`src/rtl/pipe_reg.sv`:
```
// pipe_reg: elastic pipeline register built from STAGES valid/data stages.
// Backpressure propagates through a combinational ready chain, so a valid
// word always advances into an empty downstream stage even while the output
// is stalled. A synchronous flush drops every word in flight. An asynchronous
// reset loads RESET_VAL into all data registers. The count output is a
// register that tracks how many stages currently hold valid data.
module pipe_reg #(
    parameter int               WIDTH     = 32,
    parameter int               STAGES    = 2,
    parameter logic [WIDTH-1:0] RESET_VAL = '0
) (
    input  logic                             clk,
    input  logic                             reset,
    input  logic                             flush,
    input  logic                             in_valid,
    output logic                             in_ready,
    input  logic [WIDTH-1:0]                 in_data,
    output logic                             out_valid,
    input  logic                             out_ready,
    output logic [WIDTH-1:0]                 out_data,
    output logic [$clog2(STAGES+1)-1:0]      count
);

    localparam int CW = $clog2(STAGES + 1);

    logic [STAGES-1:0] v_q;
    logic [STAGES-1:0] v_d;
    logic [WIDTH-1:0]  d_q [STAGES];
    logic [WIDTH-1:0]  d_d [STAGES];
    logic [CW-1:0]     count_q;
    logic [CW-1:0]     count_d;

    // Upstream view of each stage: stage 0 is fed by the producer,
    // stage k by stage k-1.
    logic [STAGES-1:0] vin;
    logic [WIDTH-1:0]  din [STAGES];

    // r[k]: stage k may load at the next edge (empty, or its content moves on).
    logic [STAGES:0]   r;

    // Ready chain from the consumer back toward the producer.
    always_comb begin
        r[STAGES] = out_ready;
        for (int k = STAGES - 1; k >= 0; k--) begin
            r[k] = ~v_q[k] | r[k+1];
        end
    end

    // Route producer and previous-stage contents to each stage input.
    always_comb begin
        vin[0] = in_valid;
        din[0] = in_data;
        for (int k = 1; k < STAGES; k++) begin
            vin[k] = v_q[k-1];
            din[k] = d_q[k-1];
        end
    end

    // Next-state of every stage plus the occupancy that results from it.
    // Data only loads behind a valid upstream word, so bubbles and flushes
    // leave the data registers untouched.
    always_comb begin
        v_d     = v_q;
        count_d = '0;
        for (int k = 0; k < STAGES; k++) begin
            d_d[k] = d_q[k];
            if (flush) begin
                v_d[k] = 1'b0;
            end else if (r[k]) begin
                v_d[k] = vin[k];
                if (vin[k]) begin
                    d_d[k] = din[k];
                end
            end
            count_d = count_d + CW'(v_d[k]);
        end
    end

    // State registers; reset empties the pipe and preloads RESET_VAL.
    always_ff @(posedge clk or posedge reset) begin
        if (reset) begin
            v_q     <= '0;
            count_q <= '0;
            for (int k = 0; k < STAGES; k++) begin
                d_q[k] <= RESET_VAL;
            end
        end else begin
            v_q     <= v_d;
            count_q <= count_d;
            for (int k = 0; k < STAGES; k++) begin
                d_q[k] <= d_d[k];
            end
        end
    end

    assign in_ready  = r[0] & ~flush;
    assign out_valid = v_q[STAGES-1];
    assign out_data  = d_q[STAGES-1];
    assign count     = count_q;

endmodule

```
`config.mk`:
```
export PLATFORM = sky130hd
export DESIGN_NAME = pipe_reg
export DESIGN_NICKNAME = d
export VERILOG_FILES = /design/src/rtl/pipe_reg.sv
export SDC_FILE = /design/constraint.sdc
export NUM_CORES = 1
export LEC_CHECK = 0
export ABC_AREA = 1
export CAP_MARGIN = 30
export CORE_MARGIN = 3
export CORE_UTILIZATION = 49
export CTS_CLUSTER_DIAMETER = 120
export DETAILED_ROUTE_END_ITERATION = 16
export HOLD_SLACK_MARGIN = 0.08
export PLACE_DENSITY = 0.79
export SETUP_SLACK_MARGIN = 0.15
export SYNTH_ARGS = -nofsm -noshare
export SYNTH_HDL_FRONTEND = slang
export SYNTH_SLANG_ARGS = --single-unit
```
`constraint.sdc`:
```
create_clock -name clk -period 2.5 [get_ports clk]
set_clock_uncertainty 0.05 [all_clocks]
set_input_delay 0.625 -clock clk [delete_from_list [all_inputs] [get_ports clk]]
set_output_delay 0.625 -clock clk [all_outputs]
set_load 0.01 [all_outputs]
```
# ---- Word-level counts from Yosys, hierarchy flattened
# Cells that the tools add are included.
dict set report classes {
  mux 4
  magnitude_cmp 0
  bitwise 6
  mul 0
  shift 0
  div_mod_pow 0
  reduce_logical 2
  eq_ne 0
  addsub 1
}
# cell n
set ops {}
lappend ops {{3-bit AND reduction} 2}
lappend ops {{1-bit two-way mux} 4}
lappend ops {{1-bit NOT} 3}
lappend ops {{1-bit by 1-bit adder with 2-bit output} 1}
lappend ops {{1-bit OR} 2}
lappend ops {{1-bit AND} 1}
dict set report totals {
  rom_bits 0
  inputBits 37
  latchBits 0
  output_inout_bits 36
  wordCells 17
  n_memories 0
  regBits 68
  mem_bits_rw 0
}

# ---- Depth between registers and ports, before layout
dict set report depth {
  depth_word 6
  depth_mapped 6
  ltp_nobuf 5
}

# ---- Least setup slack after synthesis
# Ideal clock, no wire load.
dict set report synth_path {
  path_type {input -> output}
  start {input out_ready}
  end {output in_ready}
  t_required_ps 1825
  stages 5
  slack_ps 689
  arrival_time_ps 1136
  cell_sequence {inv_1 > nand3_2 > buf_2 > nand2_1 > inv_1}
}
dict set report synth_between {
  elab_chain_len 3
}
# item line
set synth_rtl {}
lappend synth_rtl {{start: declaration} 19} ;# input logic out_ready,
lappend synth_rtl {{1-bit OR (2 in series)} 45} ;# r[k] = ~v_q[k] | r[k+1];
lappend synth_rtl {{1-bit AND} 96} ;# assign in_ready = r[0] & ~flush;
lappend synth_rtl {{end: declaration} 16} ;# output logic in_ready,
# No other way between the ends.

# ---- Worst setup path in the final report
# Same ends and word-level chain as after synthesis.

==> flow_summary.ini <==
[synthesis]
netlist_top_cells_area = dfrtp_1 (57%), nand2_1 (16%), nand3_1 (11%)
yosys.area.top_type = dfrtp_1
syn_area_mm2 = 0.00299
synth_cell_types = 12
synth_nets = 364
ys_seq_area_share_pct = 56.9
synth_top_area_share_pct = 56.9
avgSynthCellArea_um2 = 9.18
syn-instance-count = 326
yosys_warnings = 0
synth.ff_latch_count = 68

[pwr]
leakage_nw = 1.86
vdd_drop_max_v = 0.000430
seq_power_share_pct = 50.7
p_sw_share_pct = 27.1
comb_power_share_pct = 21.3
p_int_w = 0.00199
p_clk_share_pct = 28.0
p_switching_w = 0.000740
p_per_area_mw_per_mm2 = 743

[sta]
worst_pin_slew_ns = 0.370
fin_setup_tns_ns = 0
period_minus_slack_ns = 2.20
grt_setup_unrepaired = false
fin_crit_sh_pct = 87.9
max_slew_margin_pct = 75.3
maxSlewViolCount = 0
setup_viol = 0
fin_ws_ns = 0.303
max_freq_mhz = 455
final-hold-violation-count = 0

[drt]
final_antenna_net_count = 0
drc = 0
drt_wl_total_um = 6170
vias = 2206
drt-initial-drc-count = 213
viasPerCell = 4.96
dr.pass1.iters = 5
wl_per_cell_um = 13.9

[job]
cap_violations = 0

[die]
die_x_um = 84.2
pin_count = 73
die_area_mm2 = 0.00708
start_util_pct = 52.4
die_h_um = 84.2
rows = 27
core_area_mm2 = 0.00571

[clock_tree]
ctsRootBufferMaster = clkbuf_8
post-cts-setup-buffers = 0
cts_buffers = 9
hold_buffers = 0
cts.htree.levels = 3
tritoncts = yes
cts_max_path_buffers = 2
numClockSinks = 68
cts_resized = 1
clk_pin_slew_worst_paths_ns = 0.06
clock_latency_ns = 0.33

[final_layout]
drive_above_1_share_pct = 7.24
area_growth_pct = 22.5
num-nets-final = 406
final_common_cell = nand2_1
fin_util_pct = 64.2
n_antenna_cell = 0
layout_common_cells = nand2_1 (130), clkdlybuf4s50_1 (71), dfrtp_1 (68), nand3_1 (64), clkbuf_8 (10)

[global_route]
grt_usage_pct = 18.3
antenna_found_initial = 0
grt_max_degree = 60
grt_pass1_wl_um = 10300
grt_pass1_vias = 2131
gr-total-overflow = 0

[placement]
post-place-ws_ns = 0.0236
gp_congestion = 0.746
dp_hpwl_um = 4180
portBuffers = 72

[min_path]
hold_class = flip-flop to flip-flop

[critical_path]
worstPathCellList = clkdlybuf4s50_1 -> inv_1 -> nand3_2 -> nand2_1 -> inv_1 -> dlygate4sd2_1
cp_data_arrival_time_ns = 1.52
worstSetupPathType = primary input to output port
required_ns = 1.82
cp_max_fo = 2
end_kind = output port
crit_path_top_delay_cell = clkdlybuf4s50_1
cp-start-kind = primary input
crit_path_frequent_cell = inv_1
cpPeakStageDelay_ns = 0.45

[outcome]
outcome = finished clean
[power groups by stage]
stage               logic, W  registers, W  clock network [W]
finish              0.000582       0.00138           0.000763
global route        0.000642       0.00141           0.000833
CTS                 0.000593       0.00138           0.000780
detailed placement  0.000593       0.00140                  0
global placement    0.000576       0.00139                  0
floorplan           0.000420       0.00137                  0
[per-stage QoR]
step | cell area, µm² | hold WS [ns] | cells | power [W]
final | 3670 | 0.418 | 445 | 0.00273
after global routing | 3670 | 0.442 | 445 | 0.00288
after CTS | 3670 | 0.425 | 445 | 0.00276
after detailed placement | 3500 | 0.408 | 429 | 0.00199
after global placement | 3500 | 0.404 | 429 | 0.00197
after floorplan | 3000 | 0.393 | 326 | 0.00179
[cell families after synthesis]
family | Yosys count | share of synthesized area, %
AO/OA/AOI/OAI | 2 | 0.334
flip-flops | 68 | 56.9
adder cells (fa/ha/maj) | 1 | 0.418
AND/OR/NAND/NOR | 199 | 28.8
buffers and inverters | 56 | 13.5
[worst max-delay path, delay by kind of cell]
kind          cells  cell delay, ns
buf+inv           4            0.79
simple gates      2            0.11
[flip-flops by register name (all words and copies together), names as in the netlist]
signal	cells
count	2
d_q	32
out_data	32
v_q	2
[routing by layer]
layer  vias to the layer above  global-route usage [%]  wire, µm
li1                       1085                       -         -
met2                        75                    29.2      3020
met3                         7                    4.61       401
met4                         0                    7.89        92
met1                      1039                    23.9      2660
met5                         -                       0         0
[cell usage after synthesis]
library cell and instances:
buf_4 38, nand2_1 130, buf_2 6, nand3_1 64
nand2_4 2, dfrtp_1 68, nand3_2 1, buf_6 6
ha_1 1, nor2_4 2, inv_1 6, a21oi_1 2
[worst paths after layout]
kind                            slack (ns)      endpoint          from  cells after the start
worst max register to register        0.99       d_q[53]        v_q[1]                      5
worst min register to register        0.42  out_data[29]  out_data[29]                      2
worst max-delay path                  0.30      in_ready     out_ready                      6
max in group asynchronous             1.33       d_q[42]         reset                      3
min in group asynchronous             0.52  out_data[28]         reset                      2
worst min-delay path                  0.42  out_data[29]  out_data[29]                      2
[layout make-up]
cell class              count  area, µm²
fillers                   484       2040
flip-flops and latches     68       1700
multi-input cells         202        886
repair buffers             81        800
clock buffers              14        153
well taps                  72       90.1
inverters                   6       26.3
clock inverters             2       10.0
No activity file was read; power rests on OpenSTA's default activity.
